$ cat src/rtl/mbldcm_freq_ramp.sv
// mbldcm_freq_ramp
// Frequency ramp controller for the BLDC motor core. On a start command it
// moves the frequency target toward a setpoint in bounded steps. After each
// step it waits for the core to reflect the new value, then holds for a
// programmable interval before taking the next step. Direct host writes take
// priority over the ramp.
//
// Ports:
//   iClock, iReset       clock, asynchronous active-high reset
//   iStart               start ramp pulse (sampled in IDLE only)
//   iAbort               abort ramp level
//   iSetpoint/iStep/iInterval  ramp parameters, captured at start
//   iHostLatch/iHostFreq direct host write strobe and value
//   iFreqReflected       core status: latched target is in effect
//   oFreqTarget          current target to the motor core (registered)
//   oLatchFreqTarget     1-cycle latch strobe (registered)
//   oBusy                ramp in progress, WAIT or HOLD (registered)
//   oDone                1-cycle ramp completion pulse (registered)
module mbldcm_freq_ramp #(
  parameter int unsigned pFreqWidth     = 32,
  parameter int unsigned pIntervalWidth = 16
) (
  input  logic                      iClock,
  input  logic                      iReset,
  input  logic                      iStart,
  input  logic                      iAbort,
  input  logic [pFreqWidth-1:0]     iSetpoint,
  input  logic [pFreqWidth-1:0]     iStep,
  input  logic [pIntervalWidth-1:0] iInterval,
  input  logic                      iHostLatch,
  input  logic [pFreqWidth-1:0]     iHostFreq,
  input  logic                      iFreqReflected,
  output logic [pFreqWidth-1:0]     oFreqTarget,
  output logic                      oLatchFreqTarget,
  output logic                      oBusy,
  output logic                      oDone
);

  typedef enum logic [1:0] {
    IDLE = 2'd0,
    WAIT = 2'd1,
    HOLD = 2'd2,
    DONE = 2'd3
  } stateT;

  stateT                     rState, stateNext;
  logic [pFreqWidth-1:0]     rCurrent, currentNext;
  logic [pFreqWidth-1:0]     rSetpoint, setpointNext;
  logic [pFreqWidth-1:0]     rStep, stepNext;
  logic [pIntervalWidth-1:0] rInterval, intervalNext;
  logic [pIntervalWidth-1:0] rCounter, counterNext;
  logic                      rWaitSeen, waitSeenNext;
  logic                      rLatch, latchNext;
  logic                      rBusy, busyNext;
  logic                      rDone, doneNext;

  // Step computation: in IDLE the live inputs are used since they are being
  // captured on the same edge; otherwise the captured ramp parameters.
  logic [pFreqWidth-1:0] stepTarget, stepSize, distance, delta, nextValue;
  logic                  stepUp;

  always_comb begin
    stepTarget = (rState == IDLE) ? iSetpoint : rSetpoint;
    stepSize   = (rState == IDLE) ? iStep     : rStep;
    stepUp     = (stepTarget > rCurrent);
    distance   = stepUp ? (stepTarget - rCurrent) : (rCurrent - stepTarget);
    // Clamping to the remaining distance prevents overshoot and wrap.
    delta      = (stepSize < distance) ? stepSize : distance;
    nextValue  = stepUp ? (rCurrent + delta) : (rCurrent - delta);
  end

  // Next-state and next-output logic: host write, then abort, then FSM.
  always_comb begin
    stateNext    = rState;
    currentNext  = rCurrent;
    setpointNext = rSetpoint;
    stepNext     = rStep;
    intervalNext = rInterval;
    counterNext  = rCounter;
    waitSeenNext = rWaitSeen;
    latchNext    = 1'b0;

    if (iHostLatch) begin
      currentNext = iHostFreq;
      latchNext   = 1'b1;
      stateNext   = IDLE;
    end else if (iAbort && (rState != IDLE)) begin
      stateNext = IDLE;
    end else begin
      unique case (rState)
        IDLE: begin
          // An abort level in IDLE blocks a same-edge start.
          if (iStart && !iAbort) begin
            setpointNext = iSetpoint;
            stepNext     = iStep;
            intervalNext = iInterval;
            if ((iStep == '0) || (iSetpoint == rCurrent)) begin
              stateNext = DONE;
            end else begin
              currentNext  = nextValue;
              latchNext    = 1'b1;
              waitSeenNext = 1'b0;
              stateNext    = WAIT;
            end
          end
        end
        WAIT: begin
          // Status on the first WAIT cycle may predate the new latch.
          waitSeenNext = 1'b1;
          if (rWaitSeen && iFreqReflected) begin
            if (rCurrent == rSetpoint) begin
              stateNext = DONE;
            end else begin
              counterNext = rInterval;
              stateNext   = HOLD;
            end
          end
        end
        HOLD: begin
          if (rCounter == '0) begin
            currentNext  = nextValue;
            latchNext    = 1'b1;
            waitSeenNext = 1'b0;
            stateNext    = WAIT;
          end else begin
            counterNext = rCounter - pIntervalWidth'(1);
          end
        end
        DONE: begin
          stateNext = IDLE;
        end
        default: begin
          stateNext = IDLE;
        end
      endcase
    end

    busyNext = (stateNext == WAIT) || (stateNext == HOLD);
    doneNext = (stateNext == DONE);
  end

  // State and output registers.
  always_ff @(posedge iClock or posedge iReset) begin
    if (iReset) begin
      rState    <= IDLE;
      rCurrent  <= '0;
      rSetpoint <= '0;
      rStep     <= '0;
      rInterval <= '0;
      rCounter  <= '0;
      rWaitSeen <= 1'b0;
      rLatch    <= 1'b0;
      rBusy     <= 1'b0;
      rDone     <= 1'b0;
    end else begin
      rState    <= stateNext;
      rCurrent  <= currentNext;
      rSetpoint <= setpointNext;
      rStep     <= stepNext;
      rInterval <= intervalNext;
      rCounter  <= counterNext;
      rWaitSeen <= waitSeenNext;
      rLatch    <= latchNext;
      rBusy     <= busyNext;
      rDone     <= doneNext;
    end
  end

  assign oFreqTarget      = rCurrent;
  assign oLatchFreqTarget = rLatch;
  assign oBusy            = rBusy;
  assign oDone            = rDone;

endmodule

$ cat config.mk
export PLATFORM = sky130hd
export DESIGN_NAME = mbldcm_freq_ramp
export DESIGN_NICKNAME = d
export VERILOG_FILES = /design/src/rtl/mbldcm_freq_ramp.sv
export SDC_FILE = /design/constraint.sdc
export NUM_CORES = 1
export LEC_CHECK = 0
export BUFFER_PORTS_ARGS = -buffer_cell sky130_fd_sc_hd__buf_2
export CAP_MARGIN = 20
export CORE_MARGIN = 3
export CORE_UTILIZATION = 45
export CTS_BUF_LIST = sky130_fd_sc_hd__clkbuf_4 sky130_fd_sc_hd__clkbuf_8
export DETAILED_ROUTE_END_ITERATION = 12
export PLACE_DENSITY = 0.6
export SLEW_MARGIN = 20
export SYNTH_ARGS = -nofsm -noshare
export SYNTH_HDL_FRONTEND = slang
export SYNTH_SLANG_ARGS = --single-unit
$ cat constraint.sdc
create_clock -name iClock -period 34.3 [get_ports iClock]
set_input_delay 3.43 -clock iClock [delete_from_list [all_inputs] [get_ports iClock]]
set_output_delay 3.43 -clock iClock [all_outputs]
set_load 0.02 [all_outputs]
---- Yosys cells after proc, flatten, opt, wreduce, memory -nomap -nowiden ----
Cells that the tools add are included.
word-level totals
  register bits ........................... 134
  input bits .............................. 118
  output and inout bits ................... 35
  word-level logic and storage cells ...... 87
operators by class
  add/sub/neg operators ................... 5
  order comparisons ....................... 2
  equal/unequal tests ..................... 18
  multiplexer cells ....................... 33
  bitwise gates (word level) .............. 2
  reduce and logical (&&, ||, !) cells .... 17
operators with widths
  cell                                                                   number
  32-bit 2-to-1 mux                                                      10
  32-bit subtractor                                                      3
  32-bit == test                                                         2
  32-bit one-hot mux with 2 select lines                                 1
  16-bit 2-to-1 mux                                                      3
  32-bit adder                                                           1
  32-bit > comparator                                                    1
  32-bit zero test                                                       1
  32-bit less-than comparator                                            1
  16-bit one-hot mux with 2 select lines                                 1
  16-bit zero test                                                       1
  16-bit by 1-bit subtractor with 16-bit output (second input constant)  1
  2-bit 2-to-1 mux                                                       6
  2-bit != test (second input constant)                                  6
  6-bit AND reduction                                                    2
  1-bit 2-to-1 mux                                                       9
  2-bit == test (second input constant)                                  4
  2-bit one-hot mux with 4 select lines                                  1
  3-bit != test (second input constant)                                  2
  3-bit nonzero test                                                     2
  5-bit AND reduction                                                    1
  2-bit by 1-bit == test with 1-bit output (second input constant)       2
  4-bit AND reduction                                                    1
  2-bit nonzero test                                                     2
  other kinds (9)                                                        13

---- Logic depth before layout (Yosys ltp) ----
Gate-level depths: netlist of the first run.
  depth in word-level cells ............... 13
  depth in mapped cells ................... 54
  gate-level depth less buffers ........... 41

---- Worst setup path after synthesis of the first run ----
OpenSTA, ideal clock, no wires.
  path kind ............................... in2reg
  start ................................... input iSetpoint[29]
  end ..................................... register rCurrent[26] (netlist: oFreqTarget[26])
  setup time .............................. 0.083 ns
  arrival time ............................ 12.049 ns
  setup slack ............................. 22.168 ns
  cell stages on the path ................. 44
  buffers on the path ..................... 9
  path through ............................ mux2_2 -> ha_1 -> buf_6 -> and3_4 -> a311oi_2 -> nand3_2 -> o21ai_2 -> buf_6 -> buf_6 -> buf_2 -> buf_2 -> o211ai_1 -> o21ai_0 -> xor2_1 -> ha_1 -> a21oi_1 -> nor2b_1 -> o21ai_0 -> [... 8 more ...] -> clkbuf_1 -> mux2i_1 -> o221ai_1 -> fa_1 -> a21o_1 -> a21o_1 -> a2111oi_0 -> o31ai_1 -> a21o_1 -> a21o_1 -> a21oi_1 -> o21ai_0 -> a31oi_1 -> o21ai_0 -> a21boi_0 -> xnor2_1 -> mux2i_1 -> o21ai_0
between the ends
  longest elaborated chain between the ends .. 12
  elaborated cells on any way between the ends .. 20
  classes of those cells .................. 4 x add/sub; 2 x order compare; 2 x eq/ne; 10 x mux; 2 x reduce/logical
RTL lines
  element                                                          RTL line  text
  from (decl)                                                      27        input logic [pFreqWidth-1:0] iSetpoint,
  32-bit 2-to-1 mux                                                63        stepTarget = (rState == IDLE) ? iSetpoint : rSetpoint;
  32-bit subtractor / 32-bit > comparator (equally long branches)  66, 65
  32-bit 2-to-1 mux                                                66        distance = stepUp ? (stepTarget - rCurrent) : (rCurrent - stepTarget);
  32-bit less-than comparator                                      68        delta = (stepSize < distance) ? stepSize : distance;
  32-bit 2-to-1 mux                                                68
  32-bit subtractor / 32-bit adder (equally long branches)         69        nextValue = stepUp ? (rCurrent + delta) : (rCurrent - delta);
  32-bit 2-to-1 mux                                                69
  32-bit 2-to-1 mux                                                97        if ((iStep == '0) || (iSetpoint == rCurrent)) begin
  32-bit 2-to-1 mux                                                93        if (iStart && !iAbort) begin
  32-bit one-hot mux with 2 select lines                           90        unique case (rState)
  32-bit 2-to-1 mux                                                87        end else if (iAbort && (rState != IDLE)) begin
  32-bit 2-to-1 mux                                                83        if (iHostLatch) begin
  to (signal assigned)                                             157       rCurrent <= currentNext;
  to (decl)                                                        47        logic [pFreqWidth-1:0] rCurrent, currentNext;
Parallel ways exist; a longest one is shown, timed or not. The select of a mux whose other input is x is not followed.
A chain may end at the register's enable or synchronous reset.

---- Worst setup path in the final report of the first run ----
  start ................................... input iSetpoint[27]
  end ..................................... register rCurrent[31] (netlist: oFreqTarget[31])
The elaborated chain is that of the path after synthesis.

==> out/qor.txt, run 1 <==
SETUP PATH
------------------------------------------------------------------------------------
Largest stage delay on the critical path ..............................      0.60 ns
Type of element launching the critical path ...........................    input pin
Count of buffering cells on the critical path with inverters included .            3
Critical Path AT ......................................................     13.49 ns
WS Path Type ..........................................................    in -> reg
Req. time, crit path ..................................................     34.69 ns
Kind of cell adding the most delay to the critical path ............... compound AO/OA/AOI/OAI gates
Cell with the biggest individual delay on the critical path ...........         ha_1
Largest fanout on the critical path ...................................           48
Crit end category .....................................................         flop

FLOORPLAN
------------------------------------------------------------------------------------
Standard-cell rows ....................................................           64
Floorplan die area ....................................................   0.0335 mm²
Chip width ............................................................       183 µm
Number of top-level pins ..............................................          153
Core area .............................................................   0.0307 mm²
Vertical die dimension ................................................       183 µm
Starting density of the core ..........................................        45.9%

DETAILED ROUTING
------------------------------------------------------------------------------------
Routed Antenna Nets ...................................................            0
Routed Wire Length ....................................................    44,900 µm
Avg Vias per Cell .....................................................         5.86
Count of unresolved DRC violations after routing ......................            0
Number of vias after detailed routing .................................       12,700
Initial DRC Count .....................................................          943
Initial DRT Pass Iterations ...........................................            7
Post-DR wirelength/cell ...............................................      20.6 µm

SYNTH
------------------------------------------------------------------------------------
Post-synthesis area per instance ......................................     8.49 µm²
Cell type contributing the most total cell area after synthesis .......      dfrtp_1
Count of distinct cell types in the synthesized netlist ...............           83
Top cell type's share of synthesized area .............................        23.8%
Count of flip-flops with a built-in enable after synthesis ............            0
Fraction of registers with async set/reset ............................         100%
Seq cells post-synth ..................................................          134
Ys Warns ..............................................................            0
Most frequent cells after synthesis ................................... o21ai_0, dfrtp_1, mux2_2
Syn_nets ..............................................................        1,909
Count of mapped cells out of synthesis ................................        1,663
Most used standard cell by instance count after synthesis .............      o21ai_0
Most common flop cell mapped by yosys .................................      dfrtp_1
Sequential share of the synthesized area ..............................        23.8%
Synthesized area ......................................................   0.0141 mm²
Main area contributors after synthesis ................................ dfrtp_1, ha_1, mux2_2

PLACEMENT
------------------------------------------------------------------------------------
Weighted congestion at the end of routability-driven global placement .        0.948
DP HPWL ...............................................................    35,500 µm
Port Buffer Count .....................................................          152

CLOCK TREE
------------------------------------------------------------------------------------
Clock insertion delay at the later pin of the skew report .............      0.50 ns
Clock slew at reported path FFs .......................................      0.10 ns
Maximum number of buffers from clock root to sink .....................            2
Total of hold buffers inserted after clock tree synthesis .............            0
Total of cells resized after clock tree synthesis .....................            0
# Post-CTS Setup Buffers ..............................................            0
Number of buffers added by the clock tree synthesis step ..............           17
Cell at the root of the clock tree ....................................     clkbuf_8
TritonCTS clock tree ..................................................         done
Count of H-tree levels built during CTS ...............................            4
Clk sink count ........................................................          134

GLOBAL ROUTING
------------------------------------------------------------------------------------
Sum of overflow across all layers after global routing ................            0
Global-route total usage across every layer ...........................        26.6%
Number of antenna violations at the first check in global routing .....            0
Global-route wire length before repair ................................    69,800 µm
Via count of the first global-routing pass ............................       12,300
Maximum number of pins on one net before global-route repair ..........           81

FINAL LAYOUT
------------------------------------------------------------------------------------
Nets ..................................................................        2,012
Count of inserted antenna diode cells .................................            0
Sequential Area .......................................................  0.00335 mm²
Proportion of layout cells with a drive suffix above 1 ................        20.1%
Area growth from synthesis to layout ..................................        10.1%
Area taken by multi-input logic gates .................................   0.0100 mm²
Number of fill cells in the layout ....................................        3,029

TIMING
------------------------------------------------------------------------------------
Final hold viol count .................................................            0
Fin Setup TNS .........................................................         0 ns
Setup clock skew after layout .........................................    0.0181 ns
RSZ-0062 raised after global routing ..................................           no
Max Freq ..............................................................     76.3 MHz
Total setup violations reported at the end of the flow ................            0
Post-layout min period ................................................     13.10 ns
Worst slew margin relative to its limit ...............................        39.5%
Worst Max-Slew Pin Slew ...............................................     0.907 ns
Max-slew violations ...................................................            0
Period Utilization, post-route ........................................        38.2%

WORST HOLD PATH
------------------------------------------------------------------------------------
Tightest Hold Check Type ..............................................   reg -> reg

OUTCOME
------------------------------------------------------------------------------------
Result of the run .....................................................    completed

RUN
------------------------------------------------------------------------------------
Number of max-cap violations ..........................................            0

==> kinds of logic (layout without fill, tap and decap cells) <==
group / after synthesis / after routing / share of synthesized area [%]
xor gates and xnor gates: 143 / 143 / 8.98
adders and majority gates: 128 / 128 / 11.5
muxes: 205 / 205 / 15.7
buffers and inverters: 186 / 302 / 5.45
AOI/OAI and AO/OA: 437 / 437 / 19.6
DFF: 134 / 134 / 23.8
and+or+nand+nor: 430 / 430 / 15.0
==> layout by cell type, fill, tap and decap left out, types with 11 or more instances in the layout <==
cell / Yosys / final
a21o_1: 37 / 37
inv_1: 106 / 105
nand3_1: 26 / 25
a21oi_1: 114 / 114
mux2_2: 126 / 126
buf_4: 3 / 11
o21ai_0: 136 / 135
xnor2_1: 101 / 101
ha_1: 125 / 125
o21a_1: 21 / 21
buf_2: 24 / 152
dfrtp_1: 134 / 134
mux2i_1: 78 / 78
nor4_1: 20 / 20
nor3_1: 43 / 42
nor2b_1: 19 / 19
nand2_1: 112 / 112
nand2b_1: 19 / 19
nor2_1: 107 / 106
nand4_1: 42 / 42
clkbuf_8: 0 / 17
xor2_1: 40 / 40
==> area by class of cell <==
class / instances / share of cell area [%]
clock buffer: 17 / 1.51
timing repair buffer: 164 / 5.50
inverter: 106 / 2.59
sequential: 134 / 21.6
multi-input combinational: 1343 / 64.5
tap: 396 / 3.19
clock inverter: 15 / 1.15
==> registers in the layout (all words and copies together) (netlist names) <==
register          flops
oFreqTarget          32
rSetpoint            32
rStep                32
rCounter             16
rInterval            16
rState                2
oBusy                 1
oDone                 1
oLatchFreqTarget      1
rWaitSeen             1
==> metal layers <==
layer | GRT usage [%] | part of all wire [%]
met1 | 34.3 | 43
met2 | 45.8 | 49
met3 | 3.43 | 4.4
met4 | 9.81 | 3.4
met5 | 0 | 0
==> stage by stage <==
stage               setup WS, ns  area [µm²]  hold WS [ns]  utilization [%]  cells
finish                     21.20       15500         0.506             50.5   2175
global placement           20.99       15100         0.478             49.2   2143
CTS                        21.33       15500         0.509             50.5   2175
global route               20.60       15500         0.521             50.5   2175
detailed placement         20.80       15100         0.487             49.2   2143
floorplan                  22.17       14100         0.461                -   1663
==> worst min-delay path, stage by stage, from the launching register on <==
cell	delay, ns
dfrtp_1	0.34
o21ai_0	0.06
o21ai_0	0.07
==> path summary, 6_finish.rpt <==
path,depth (start not counted),slack [ns],end,from
min in group asynchronous,2,3.01,rSetpoint[29],iReset
worst max-delay path,38,21.20,oFreqTarget[31],iSetpoint[27]
worst min-delay path,2,0.51,rCounter[10],rCounter[10]
max in group asynchronous,3,29.94,rStep[0],iReset
worst max register to register,39,23.08,oFreqTarget[31],rState[0]
worst min register to register,2,0.51,rCounter[10],rCounter[10]
Power of run 1 is not shown: default switching activity piles up to over one toggle a cycle in this logic, so the estimate is an artifact.
==> inputs of run 2 (changes only) <==
--- a/config.mk
+++ b/config.mk
@@ -11,7 +11,7 @@
 export CORE_UTILIZATION = 45
 export CTS_BUF_LIST = sky130_fd_sc_hd__clkbuf_4 sky130_fd_sc_hd__clkbuf_8
 export DETAILED_ROUTE_END_ITERATION = 12
-export PLACE_DENSITY = 0.6
+export PLACE_DENSITY = 0.62
 export SLEW_MARGIN = 20
 export SYNTH_ARGS = -nofsm -noshare
 export SYNTH_HDL_FRONTEND = slang
==> constraint.sdc (replaced) <==
create_clock -name iClock -period 11 [get_ports iClock]
set_input_delay 1.1 -clock iClock [delete_from_list [all_inputs] [get_ports iClock]]
set_output_delay 1.1 -clock iClock [all_outputs]
set_load 0.02 [all_outputs]
==> run 2 against run 1 <==
  * Cell count is 0.69% higher
  * Routed wire length is 1.2% lower
  * Design area is 0.97% higher
  * Global-route usage is 0.23 points lower
  * Worst hold slack worse by 0.0046 ns
  * Register-to-register slack worse by 22 ns
  * Via count is 0.82% higher
  * Setup slack worse by 20 ns
  * Critical path depth is 2 higher
  * Sequential share of layout area is 0.21 points lower
  * Clock skew is 0.0025 ns higher
  * Critical path type is now reg -> reg
==> out/qor.txt, run 2 (synthesis gave the netlist of run 1 again) <==
OUTCOME
------------------------------------------------------------------------------------
Result of the run .....................................................    completed

FINAL LAYOUT
------------------------------------------------------------------------------------
Count of inserted antenna diode cells .................................            0
Nets ..................................................................        2,027
Commonest non-fill, non-tap cells in the layout ....................... buf_2, o21ai_0, dfrtp_1
Proportion of layout cells with a drive suffix above 1 ................        21.0%
Area growth from synthesis to layout ..................................        11.2%
Commonest non-fill, non-tap cell in the layout ........................        buf_2

FLOORPLAN
------------------------------------------------------------------------------------
Core area .............................................................   0.0307 mm²
Starting density of the core ..........................................        45.9%
Vertical die dimension ................................................       183 µm
Number of top-level pins ..............................................          153
Chip width ............................................................       183 µm
Standard-cell rows ....................................................           64
Floorplan die area ....................................................   0.0335 mm²

WORST HOLD PATH
------------------------------------------------------------------------------------
Tightest Hold Check Type ..............................................   reg -> reg
Worst hold path startpoint ............................................    rWaitSeen

GLOBAL ROUTING
------------------------------------------------------------------------------------
Number of antenna violations at the first check in global routing .....            0
Maximum number of pins on one net before global-route repair ..........           81
Global-route wire length before repair ................................    69,100 µm
Global-route total usage across every layer ...........................        26.4%
Via count of the first global-routing pass ............................       12,500
Sum of overflow across all layers after global routing ................            0

DETAILED ROUTING
------------------------------------------------------------------------------------
Routed Wire Length ....................................................    44,300 µm
Post-DR wirelength/cell ...............................................      20.2 µm
Initial DRT Pass Iterations ...........................................            8
Avg Vias per Cell .....................................................         5.86
Number of vias after detailed routing .................................       12,800
Routed Antenna Nets ...................................................            0
Initial DRC Count .....................................................          854
Count of unresolved DRC violations after routing ......................            0

CLOCK TREE
------------------------------------------------------------------------------------
Maximum number of buffers from clock root to sink .....................            2
TritonCTS clock tree ..................................................         done
Clock slew at reported path FFs .......................................      0.09 ns
Clock insertion delay at the later pin of the skew report .............      0.50 ns
Count of H-tree levels built during CTS ...............................            4
Total of hold buffers inserted after clock tree synthesis .............            0
Clk sink count ........................................................          134
Number of buffers added by the clock tree synthesis step ..............           17
Cell at the root of the clock tree ....................................     clkbuf_8

SETUP PATH
------------------------------------------------------------------------------------
Cell repeated most along the worst path ...............................      o21ai_0
Critical Path AT ......................................................     10.63 ns
Start point of the critical path ......................................    rState[0]
Req. time, crit path ..................................................     11.38 ns
Type of element launching the critical path ...........................         flop
Largest fanout on the critical path ...................................           29
Largest stage delay on the critical path ..............................      0.49 ns
WS Path Type ..........................................................   reg -> reg
FF-to-FF Start ........................................................    rState[0]
Cell with the biggest individual delay on the critical path ...........      dfrtp_1
Crit end category .....................................................         flop

TIMING
------------------------------------------------------------------------------------
Post-layout min period ................................................     10.25 ns
Worst slew margin relative to its limit ...............................        37.4%
Max Freq ..............................................................     97.6 MHz
Worst Max-Slew Pin Slew ...............................................     0.940 ns
RSZ-0062 raised after global routing ..................................           no
Max-slew violations ...................................................            0
Total setup violations reported at the end of the flow ................            0
Fin Setup TNS .........................................................         0 ns
Final hold viol count .................................................            0
Period Utilization, post-route ........................................        93.2%
Setup clock skew after layout .........................................    0.0206 ns

PLACEMENT
------------------------------------------------------------------------------------
DP HPWL ...............................................................    35,700 µm
Port Buffer Count .....................................................          152
Weighted congestion at the end of routability-driven global placement .        0.965

RUN
------------------------------------------------------------------------------------
Number of max-cap violations ..........................................            0

-- run 2: layout make-up --
type / count / area (µm²)
Tap cell: 396 / 495
Clock inverter: 15 / 160
Multi-Input combinational cell: 1343 / 10000
Inverter: 106 / 403
Timing Repair Buffer: 179 / 1000
Clock buffer: 17 / 234
Fill cell: 3064 / 15100
Sequential cell: 134 / 3350
-- run 2: through the flow --
step / area, µm² / utilization (%) / setup WS [ns] / hold slack, ns / std cells
after global placement: 15200 / 49.5 / 0.590 / 0.479 / 2154
after detailed placement: 15200 / 49.5 / 0.369 / 0.485 / 2154
after global routing: 15700 / 51.0 / 0.0145 / 0.513 / 2190
final: 15700 / 51.0 / 0.753 / 0.502 / 2190
after CTS: 15600 / 50.8 / 0.489 / 0.504 / 2186
after floorplan: 14100 / - / 0.0592 / 0.461 / 1663
-- run 2: path summary, 6_finish.rpt --
path | end | slack, ns | cells after the start
max | oFreqTarget[31] | 0.75 | 40
min | rWaitSeen | 0.50 | 1
max reg2reg | oFreqTarget[31] | 0.75 | 40
min reg2reg | rWaitSeen | 0.50 | 1
max in group asynchronous | oFreqTarget[7] | 8.97 | 3
min in group asynchronous | oDone | 0.67 | 2
-- run 2: repair_timing --
| item | CTS | global route |
|---|---|---|
| setup endpoints to repair | 0 | 11 |
| buffers inserted | 0 | 3 |
| resized for setup | 0 | 7 |
-- run 2: per-layer routing --
metal / vias up / global-route usage, % / routed length, µm
li1: 6232 / - / -
met1: 6259 / 32.3 / 18700
met2: 274 / 45.8 / 21800
met3: 74 / 3.73 / 1690
met4: 0 / 12.7 / 2160
met5: - / 0 / 0
-- run 2: worst max-delay path: cells and delay by family, from the launching register on --
kind | cells | cell delay, ns
mux | 1 | 0.40
simple gates | 7 | 0.86
xor+xnor | 2 | 0.43
compound gates | 24 | 6.05
fa+ha+maj | 4 | 1.36
flops | 1 | 0.49
buf+inv | 2 | 0.53
Power of run 2 is left out for the same reason.
